File: src/rtl/dmem_port_arbiter.sv
// dmem_port_arbiter
//   Shares the single data-memory bus port between retired stores and the
//   execute-stage load unit. Retired stores are queued in a small circular
//   store buffer so retirement never waits on memory; loads are issued one
//   at a time, tracked by the tag memory hands back, and returned as a
//   one-cycle ld_data_valid pulse.
//
// Ports
//   clock, reset            rising-edge clock, asynchronous active-low reset
//   st_valid/size/addr/data retiring store (push into the store buffer)
//   st_full                 buffer full, retire must hold stores
//   ld_req/size/addr        load request, held until ld_grant
//   ld_squash               discard the requested or in-flight load
//   ld_grant                load accepted by memory this cycle
//   ld_data_valid, ld_data  returned load data (one-cycle pulse)
//   mem_command/size/addr/data  bus command issued this cycle
//   mem_response            same-cycle acceptance tag (0 = rejected)
//   mem_tag, mem_rdata      returning load tag/data (tag 0 = nothing)
//   idle                    buffer empty and no load outstanding
module dmem_port_arbiter #(
  parameter int unsigned XLEN     = 32,
  parameter int unsigned SQ_DEPTH = 4,
  parameter int unsigned TAG_W    = 4
) (
  input  logic             clock,
  input  logic             reset,
  input  logic             st_valid,
  input  logic [1:0]       st_size,
  input  logic [XLEN-1:0]  st_addr,
  input  logic [XLEN-1:0]  st_data,
  output logic             st_full,
  input  logic             ld_req,
  input  logic [1:0]       ld_size,
  input  logic [XLEN-1:0]  ld_addr,
  input  logic             ld_squash,
  output logic             ld_grant,
  output logic             ld_data_valid,
  output logic [XLEN-1:0]  ld_data,
  output logic [1:0]       mem_command,
  output logic [1:0]       mem_size,
  output logic [XLEN-1:0]  mem_addr,
  output logic [XLEN-1:0]  mem_data,
  input  logic [TAG_W-1:0] mem_response,
  input  logic [TAG_W-1:0] mem_tag,
  input  logic [XLEN-1:0]  mem_rdata,
  output logic             idle
);

  localparam int unsigned PTR_W = $clog2(SQ_DEPTH);
  localparam int unsigned CNT_W = PTR_W + 1;

  typedef enum logic [1:0] {
    BUS_NONE  = 2'd0,
    BUS_LOAD  = 2'd1,
    BUS_STORE = 2'd2
  } bus_cmd_e;

  typedef enum logic [1:0] {
    L_IDLE,
    L_WAIT,
    L_DROP
  } ld_state_e;

  // Store buffer storage (not reset: validity is defined by head/count)
  logic [1:0]      sq_size_q [SQ_DEPTH];
  logic [XLEN-1:0] sq_addr_q [SQ_DEPTH];
  logic [XLEN-1:0] sq_data_q [SQ_DEPTH];

  logic [PTR_W-1:0] head_q, head_d, tail_q, tail_d;
  logic [CNT_W-1:0] count_q, count_d;
  ld_state_e        state_q, state_d;
  logic [TAG_W-1:0] tag_q, tag_d;
  logic             ld_valid_q, ld_valid_d;
  logic [XLEN-1:0]  ld_data_q, ld_data_d;

  logic             sq_full, sq_empty, hazard, load_go, store_go, accepted;
  logic             push, pop, tag_hit;
  logic [PTR_W-1:0] age;
  bus_cmd_e         cmd;

  assign sq_full       = (count_q == CNT_W'(SQ_DEPTH));
  assign sq_empty      = (count_q == '0);
  assign st_full       = sq_full;
  assign idle          = sq_empty && (state_q == L_IDLE);
  assign ld_data_valid = ld_valid_q;
  assign ld_data       = ld_data_q;
  assign mem_command   = cmd;
  assign accepted      = (mem_response != '0);
  assign tag_hit       = (tag_q != '0) && (mem_tag == tag_q);

  // Word-granular hazard: an entry is live when its distance from head is
  // below count, which keeps the check correct across pointer wrap.
  always_comb begin
    hazard = 1'b0;
    age    = '0;
    for (int unsigned i = 0; i < SQ_DEPTH; i++) begin
      age = PTR_W'(i) - head_q;
      if (({1'b0, age} < count_q) &&
          (sq_addr_q[PTR_W'(i)][XLEN-1:2] == ld_addr[XLEN-1:2]))
        hazard = 1'b1;
    end
  end

  // Arbitration: an eligible load beats the head store; a full buffer
  // always hands the port to stores.
  always_comb begin
    load_go  = ld_req && (state_q == L_IDLE) && !ld_squash && !hazard && !sq_full;
    store_go = !load_go && !sq_empty;
    cmd      = BUS_NONE;
    mem_size = '0;
    mem_addr = '0;
    mem_data = '0;
    if (load_go) begin
      cmd      = BUS_LOAD;
      mem_size = ld_size;
      mem_addr = ld_addr;
    end else if (store_go) begin
      cmd      = BUS_STORE;
      mem_size = sq_size_q[head_q];
      mem_addr = sq_addr_q[head_q];
      mem_data = sq_data_q[head_q];
    end
  end

  // Store buffer pointers and occupancy
  always_comb begin
    push    = st_valid && !sq_full;
    pop     = store_go && accepted;
    head_d  = pop  ? head_q + PTR_W'(1) : head_q;
    tail_d  = push ? tail_q + PTR_W'(1) : tail_q;
    count_d = count_q;
    case ({push, pop})
      2'b10:   count_d = count_q + CNT_W'(1);
      2'b01:   count_d = count_q - CNT_W'(1);
      default: count_d = count_q;
    endcase
  end

  // Load FSM
  always_comb begin
    state_d    = state_q;
    tag_d      = tag_q;
    ld_valid_d = 1'b0;
    ld_data_d  = ld_data_q;
    ld_grant   = 1'b0;
    case (state_q)
      L_IDLE: begin
        if (load_go && accepted) begin
          ld_grant = 1'b1;
          tag_d    = mem_response;
          state_d  = L_WAIT;
        end
      end
      L_WAIT: begin
        // A squash coinciding with the return wins: data is dropped.
        if (tag_hit) begin
          state_d = L_IDLE;
          if (!ld_squash) begin
            ld_valid_d = 1'b1;
            ld_data_d  = mem_rdata;
          end
        end else if (ld_squash) begin
          state_d = L_DROP;
        end
      end
      L_DROP: begin
        if (tag_hit) state_d = L_IDLE;
      end
      default: state_d = L_IDLE;
    endcase
  end

  always_ff @(posedge clock or negedge reset) begin
    if (!reset) begin
      head_q     <= '0;
      tail_q     <= '0;
      count_q    <= '0;
      state_q    <= L_IDLE;
      tag_q      <= '0;
      ld_valid_q <= 1'b0;
      ld_data_q  <= '0;
    end else begin
      head_q     <= head_d;
      tail_q     <= tail_d;
      count_q    <= count_d;
      state_q    <= state_d;
      tag_q      <= tag_d;
      ld_valid_q <= ld_valid_d;
      ld_data_q  <= ld_data_d;
    end
  end

  always_ff @(posedge clock) begin
    if (push) begin
      sq_size_q[tail_q] <= st_size;
      sq_addr_q[tail_q] <= st_addr;
      sq_data_q[tail_q] <= st_data;
    end
  end

endmodule

File: config.mk
export PLATFORM = sky130hd
export DESIGN_NAME = dmem_port_arbiter
export DESIGN_NICKNAME = d
export VERILOG_FILES = /design/src/rtl/dmem_port_arbiter.sv
export SDC_FILE = /design/constraint.sdc
export NUM_CORES = 1
export LEC_CHECK = 0
export CELL_PAD_IN_SITES_DETAIL_PLACEMENT = 1
export CELL_PAD_IN_SITES_GLOBAL_PLACEMENT = 2
export CORE_UTILIZATION = 35
export CTS_BUF_LIST = sky130_fd_sc_hd__clkbuf_2
export CTS_CLUSTER_DIAMETER = 40
export DETAILED_ROUTE_END_ITERATION = 10
export GPL_ROUTABILITY_DRIVEN = 0
export GPL_TIMING_DRIVEN = 0
export PLACE_DENSITY = 0.86
export SLEW_MARGIN = 20
export SYNTH_ARGS = -nofsm -noshare
export SYNTH_HDL_FRONTEND = slang
export SYNTH_SLANG_ARGS = --single-unit
File: constraint.sdc
create_clock -name clock -period 3.7 [get_ports clock]
set_input_delay 0.74 -clock clock [delete_from_list [all_inputs] [get_ports clock]]
set_output_delay 0.74 -clock clock [all_outputs]
set_load 0.005 [all_outputs]
# [After elaboration in Yosys (flattened, before gate mapping)]
# Memory sizes are Yosys's and may differ from the RTL's.
# Index checks and enable logic that the tools add are counted.
[classes] mux=25 order_cmp=4 n_eq_ne=13 n_bitwise=1 add_sub_neg=8 n_reduce_logical=27
[op_table] op="2-to-1 mux 32 bit" n=4
[op_table] op="== test 30 bit" n=4
[op_table] op="2-to-1 mux 2 bit" n=8
[op_table] op="logical AND 1 bit" n=14
[op_table] op="less-than comparator 2 x 3 -> 1 bit" n=4
[op_table] op="2-to-1 mux 1 bit" n=11
[op_table] op="nonzero test 4 bit" n=2
[op_table] op="one-hot mux 2 bit (3 select lines)" n=1
[op_table] op="one-hot mux 3 bit (2 select lines)" n=1
[op_table] op="AND reduction 3 bit" n=2
[op_table] op="zero test 1 bit" n=5
[op_table] op="adder 2 x 1 -> 2 bit (second input constant)" n=2
[op_table] op="== test 2 x 1 -> 1 bit (second input constant)" n=2
[op_table] op="== test 2 bit (second input constant)" n=2
[op_table] op="== test 4 bit" n=1
[op_table] op="subtractor 1 x 2 -> 2 bit (first input constant)" n=2
[op_table] op="subtractor 2 bit (first input constant)" n=2
[op_table] op="adder 3 x 1 -> 3 bit (second input constant)" n=1
[op_table] op="== test 3 bit (second input constant)" n=1
[op_table] op="zero test 3 bit" n=1
[op_table] op="inequality test 3 bit (second input constant)" n=1
[op_table] op="subtractor 3 x 1 -> 3 bit (second input constant)" n=1
[op_table] op="zero test 2 bit" n=1
[op_table] op="inequality test 2 x 1 -> 1 bit (second input constant)" n=1
[op_table] op="4 further kinds" n=4
[totals] ram_bits=264 in_bits=145 memories=3 elab_cells=88 regBits=46 output_inout_bits=104
[mem_list] name="sq_addr_q" depth=4 word_bits=32 rd=5 rd_clocked_by_memory_dff=0 write_ports=1 line="66" text="logic [XLEN-1:0] sq_addr_q [SQ_DEPTH];"
[mem_list] name="sq_data_q" depth=4 word_bits=32 rd=1 rd_clocked_by_memory_dff=0 write_ports=1 line="67" text="logic [XLEN-1:0] sq_data_q [SQ_DEPTH];"
[mem_list] name="sq_size_q" depth=4 word_bits=2 rd=1 rd_clocked_by_memory_dff=0 write_ports=1 line="65" text="logic [1:0] sq_size_q [SQ_DEPTH];"

# [Logic depth before layout (Yosys ltp)]
[depth] ltp_word=15 depth_mapped=17 depth_no_buf=14

# [Worst setup path after synthesis]
# No wires, ideal clock.
[synth_timing] path_kind="reg2reg" startpoint="register head_q[0]" endpoint="register count_q[1]" period_less_slack_ns=3.845 arrival_ns=3.720 t_required_ns=3.575 setup_time_ns=0.125 path_buffers=3 path_stages_with_launch=15 path_slack_ns=-0.145 cell_sequence="dfrtp_1 > buf_2 > buf_2 > buf_1 > xnor2_1 > ha_1 > a21oi_1 > nand3_1 > a2111oi_2 > nor4_4 > or3_1 > inv_1 > ha_1 > fa_1 > mux2_2"
[synth_between] elab_chain_cells=15 elab_cells_between_ends=26 classes_between="add/sub: 4; order compare: 4; eq/ne: 2; mux: 5; reduce/logical: 11"
[synth_lines] item="from (decl)" line="69" text="logic [PTR_W-1:0] head_q, head_d, tail_q, tail_d;"
[synth_lines] item="from (signal assigned)" line="175" text="head_q <= '0;"
[synth_lines] item="from (signal assigned)" line="183" text="head_q <= head_d;"
[synth_lines] item="subtractor 1 x 2 -> 2 bit" line="97" text="age = PTR_W'(i) - head_q;"
[synth_lines] item="less-than comparator 2 x 3 -> 1 bit" line="98" text="if (({1'b0, age} < count_q) &&"
[synth_lines] item="logical AND 1 bit" line="98"
[synth_lines] item="2-to-1 mux 1 bit (3 in series)" line="98"
[synth_lines] item="2-to-1 mux 1 bit *" line="98"
[synth_lines] item="zero test 1 bit *" line="107" text="load_go = ld_req && (state_q == L_IDLE) && !ld_squash && !hazard && !sq_full;"
[synth_lines] item="logical AND 1 bit * (2 in series)" line="107"
[synth_lines] item="zero test 1 bit *" line="108" text="store_go = !load_go && !sq_empty;"
[synth_lines] item="logical AND 1 bit *" line="108"
[synth_lines] item="logical AND 1 bit *" line="128" text="pop = store_go && accepted;"
[synth_lines] item="== test 2 x 1 -> 1 bit or == test 2 bit (tied branches)" line="132" text="case ({push, pop})"
[synth_lines] item="one-hot mux 3 bit (2 select lines) *" line="132"
[synth_lines] item="net count_d[1]" line="70" text="logic [CNT_W-1:0] count_q, count_d;"
[synth_lines] item="to (signal assigned)" line="185" text="count_q <= count_d;"
[synth_lines] item="to (decl)" line="70"
# Mark *: on every way through the listed nets, which the timed path passes. The rest lies on a longest branch.
# A chain may end at the register's enable or synchronous reset.

# [Worst setup path after layout]
[layout_timing] startpoint="register head_q[1]" endpoint="output mem_data[5]"
[layout_between] elab_chain_cells=14 elab_cells_between_ends=24 classes_between="add/sub: 4; order compare: 4; mux: 6; reduce/logical: 9; memory: 1"
[layout_lines] item="subtractor 1 x 2 -> 2 bit" line="97"
[layout_lines] item="less-than comparator 2 x 3 -> 1 bit" line="98"
[layout_lines] item="logical AND 1 bit" line="98"
[layout_lines] item="2-to-1 mux 1 bit (4 in series)" line="98"
[layout_lines] item="zero test 1 bit" line="107"
[layout_lines] item="logical AND 1 bit (2 in series)" line="107"
[layout_lines] item="zero test 1 bit" line="108"
[layout_lines] item="logical AND 1 bit" line="108"
[layout_lines] item="2-to-1 mux 32 bit" line="117" text="end else if (store_go) begin"
[layout_lines] item="2-to-1 mux 32 bit *" line="113" text="if (load_go) begin"
[layout_lines] item="to (decl)" line="42" text="output logic [XLEN-1:0] mem_data,"
# Every way passes the cells marked *; elsewhere a longest branch is shown, timed or not.

==> metrics.sh <==
CTS.REPORTEDPATHS.CLKPINSLEW_NS=0.09
SOURCE_TO_SINK_CLOCK_DELAY_AT_THE_LATER_PIN_OF_THE_WORST_SKEW_PAIR_NS=0.95
LEADING_CELL_TYPE_IN_THE_LAYOUT_FILL_AND_TAPS_EXCLUDED='sky130_fd_sc_hd__edfxtp_1'
SYNTH_SEQ_AREA_SHARE_PCT=65.1
DRTITER0DRC=489
INITIAL_CORE_UTIL_PCT=35.7
TIMING_MAX_TRANSITION_VIOLATIONS_FINAL=0
DOMINANTREGCELLSYNTH='sky130_fd_sc_hd__edfxtp_1'
ROUTED_WL_MM=42.3
SYNTH_FA_HA_AREA_SHARE_PCT=0.951
POWER.LEAKAGE_nW=7.13
LAYOUT_SETUP_WS_NS=-0.851
GRT_START_MAX_NET_PINS=37
WORST_IR_DROP_VDD_mV=0.444
CRIT_ARRIVAL_NS=3.81
CRITPATHCAPTURETYPE='primary output'
GLOBALROUTETOTALUTIL_PCT=20.9
AREA_GROWTH_PCT=34.4
ROUTE.DETAILED.DRC=0
STATUS='finished, violations left'
AVGVIACOUNTPERCELL=4.90
ANT_NETS=0
POST_ROUTE_CELLS_DRIVE_ABOVE_1_SHARE_PCT=34.4
SYNTH-EDFF-COUNT=264
FP-ROW-COUNT=72
SYNTH_CELL_TYPE_COUNT=41
INSTANCES_NO_FILL=1854
SYNTH_TOP_FAMILY_BY_AREA='multiplexers'
MAX_CAP_VIOL_COUNT=0
DR_TOTAL_VIAS=9081
SYNTH.FF_LATCH_COUNT=310
FINISH.NET_COUNT=1425
SEQUENTIAL_CELL_AREA_MM2=0.00908
NUM-FILL-CELLS=3946
NUM_IO_PINS=249
POSTLAYOUTCOREUTIL_PCT=48.0
TIMING.CRITICAL_PATH.FANOUT_MAX=7
FAILED_CHECKS='negative setup slack'
SKEW_NS=0.0616
ROUTEDWLPERCELL_UM=22.8
YOSYS.AREA_SHARE.SIMPLE_PCT=9.62
CTS_TREE='yes'
MAPPED_AREA_MM2=0.0139
SETUP_REPAIR_AFTER_GLOBAL_ROUTING_MISSED_ITS_MARGIN='yes'
SLEW-LIMIT-HEADROOM_PCT=37.9
YS_WARN_COUNT=0
MAX-CLOCK-PATH-BUFFERS=3
DESIGN.CORE.AREA_MM2=0.0390
GR-TOTAL-OVERFLOW=0
HTREE_LEVELS=3
PWRDENS_mW_PER_MM2=745
ANTENNA_FOUND_INITIAL=15
FP.DIEW_UM=202
LAYOUT_MIN_CYCLE_TIME_NS=4.55
SYNTH_COMPOUND_AREA_SHARE_PCT=1.93
VIAS_IN_THE_FIRST_GLOBAL_ROUTE=9987
SYNTHESIS.INSTANCES=912
CRITPATHLAUNCHTYPE='flop'
FLOORPLAN.DIE.HEIGHT_UM=202
SYNTH_NETS=1067
DP_HPWL_MM=28.4
POSTSYNTH.ASYNCRESETSHARE_PCT=14.8
SYNTH-XOR-AREA-SHARE_PCT=8.23
CLOCK.FMAX_MHz=220
DR.PASS1.ITERS=4
FIRST_PASS_GRT_WIRE_LENGTH_MM=61.8
MUXSHAREOFSYNTHAREA_PCT=11.2
FINALHOLDVIOLATIONS=0
FIN_CRIT_SH_PCT=123
CTS_ROOT_BUFFER='sky130_fd_sc_hd__clkbuf_2'
TIMING.SETUP.CRITICAL_PATH_CLASS='flop to primary output'
LAYOUT.CELLS.MOST_COMMON_LIST='sky130_fd_sc_hd__edfxtp_1 (264), sky130_fd_sc_hd__clkdlybuf4s50_1 (148), sky130_fd_sc_hd__nand2_1 (127)'
CP_DATA_REQUIRED_TIME_NS=2.96
HOLDCRITPATHCLASS='input port to asynchronous set/reset pin'
TIGHTESTPINTRANSITION_NS=0.931
TOTAL_AREA_OF_MULTI_INPUT_COMBINATIONAL_CELLS_MM2=0.00493
SYNTH_AREA_PER_CELL_UM2=15.3
CLOCK_SINK_COUNT=310
NUMPORTBUFFERS=218
SETUP_VIOL=69
PLACED_CELLS=1654
TRITONCTS.NUM_BUFFERS=86
FP.DIEAREA_MM2=0.0406
[final timing paths]
kind	from	end	slack, ns	cells after the start
max in group asynchronous	reset	state_q[1]	2.79	3
min in group clock	mem_rdata[18]	ld_data[18]	0.37	3
hold reg to reg	ld_data[21]	ld_data[21]	0.48	2
hold / removal	reset	ld_data[30]	0.37	2
setup reg to reg	head_q[1]	count_q[1]	0.08	17
setup / recovery	head_q[1]	mem_data[5]	-0.85	16
[worst max-delay path, stage by stage, from the launching register on]
cell                        delay (ns)
sky130_fd_sc_hd__dfrtp_1          0.41
sky130_fd_sc_hd__clkbuf_8         0.16
sky130_fd_sc_hd__clkbuf_16        0.14
sky130_fd_sc_hd__clkbuf_16        0.16
sky130_fd_sc_hd__xnor2_4          0.18
sky130_fd_sc_hd__inv_1            0.06
sky130_fd_sc_hd__ha_2             0.17
sky130_fd_sc_hd__a21oi_2          0.13
sky130_fd_sc_hd__nand3_2          0.11
sky130_fd_sc_hd__a2111oi_4        0.29
sky130_fd_sc_hd__nor4_4           0.08
sky130_fd_sc_hd__buf_4            0.16
sky130_fd_sc_hd__or2_4            0.29
sky130_fd_sc_hd__buf_8            0.16
sky130_fd_sc_hd__buf_12           0.14
sky130_fd_sc_hd__nor2b_1          0.12
sky130_fd_sc_hd__buf_2            0.13
[area by class of cell]
cell class	instances	area share, %
inverters	12	0.280
multi-input cells	522	26.3
diodes	5	0.0668
flip-flops and latches	310	48.4
clock buffers	120	3.20
plain buffers	63	2.83
repair buffers	275	14.0
well taps	518	3.46
clock inverters	29	1.36
[Yosys cell counts (2+ instances only)]
| cell type | number | area share [%] |
|---|---|---|
| sky130_fd_sc_hd__buf_1 | 7 | 0.19 |
| sky130_fd_sc_hd__dfrtp_1 | 46 | 8.3 |
| sky130_fd_sc_hd__nand2b_1 | 35 | 1.6 |
| sky130_fd_sc_hd__nor2_1 | 3 | 0.081 |
| sky130_fd_sc_hd__nor4_1 | 26 | 1.2 |
| sky130_fd_sc_hd__inv_1 | 11 | 0.30 |
| sky130_fd_sc_hd__or3_1 | 2 | 0.090 |
| sky130_fd_sc_hd__and3_1 | 4 | 0.18 |
| sky130_fd_sc_hd__xor2_1 | 112 | 7.0 |
| sky130_fd_sc_hd__nor2b_1 | 34 | 1.5 |
| sky130_fd_sc_hd__nor4_2 | 3 | 0.27 |
| sky130_fd_sc_hd__mux4_2 | 66 | 11 |
| sky130_fd_sc_hd__mux2_4 | 4 | 0.43 |
| sky130_fd_sc_hd__ha_1 | 9 | 0.81 |
| sky130_fd_sc_hd__edfxtp_1 | 264 | 57 |
| sky130_fd_sc_hd__nand4_1 | 6 | 0.27 |
| sky130_fd_sc_hd__nor3b_1 | 2 | 0.11 |
| sky130_fd_sc_hd__o21ai_0 | 35 | 1.3 |
| sky130_fd_sc_hd__clkbuf_1 | 20 | 0.54 |
| sky130_fd_sc_hd__nand2_1 | 134 | 3.6 |
| sky130_fd_sc_hd__a21oi_1 | 6 | 0.22 |
| sky130_fd_sc_hd__nor3_1 | 4 | 0.14 |
| sky130_fd_sc_hd__nand3_1 | 5 | 0.18 |
| sky130_fd_sc_hd__buf_6 | 10 | 0.81 |
| sky130_fd_sc_hd__buf_2 | 30 | 1.1 |
| sky130_fd_sc_hd__xnor2_1 | 19 | 1.2 |
[flip-flops by register name, summed over array words and instances (netlist names)]
register,count
tag_q,4
ld_data,32
count_q,3
head_q,2
tail_q,2
sq_addr_q,128
sq_data_q,128
state_q,2
ld_data_valid,1
sq_size_q,8
[cells by family after synthesis]
kind of cell,after synthesis
flops,310
fa+ha+maj,10
mux,71
buf+inv,80
xor+xnor,131
compound gates,46
simple gates,264
[routing by layer]
metal	up-vias	part of all wire (%)	global-route usage, %
met5	-	0.28	0
met3	81	7.3	7.22
li1	4095	-	-
met2	309	49	34.3
met4	16	2.5	7.36
met1	4580	40	25.5
[stage by stage]
| stage | instance area [um2] | power [mW] | worst slack (ns) | setup TNS, ns | hold slack [ns] |
|---|---|---|---|---|---|
| floorplan | 13900 | 7.81 | 0.0378 | 0 | 0.444 |
| global placement | 16800 | 10.5 | -2.06 | -391.33 | 0.459 |
| detailed placement | 16900 | 10.6 | -2.08 | -103.72 | 0.465 |
| CTS | 18400 | 13.7 | -0.917 | -54.13 | 0.223 |
| global route | 18700 | 14.8 | -1.09 | -66.50 | 0.251 |
| finish | 18700 | 14.0 | -0.851 | -48.80 | 0.366 |
[report_power, final]
group          total [mW]  internal (mW)  switching [mW]  leakage, nW
Combinational        6.29           3.28            3.01         3.48
Sequential           5.00           4.65           0.351         3.03
Clock                2.67           1.23            1.44        0.620
[repair_timing]
item | 4_1_cts | 5_1_grt
endpoints found under the hold margin | 23 | 0
gates cloned | 3 | 2
setup buffers | 38 | 9
pin swaps | 15 | 21
setup endpoints to repair | 79 | 72
resized for setup | 446 | 64
hold buffers | 1 | 0
Power figures use the tool's default switching activity.
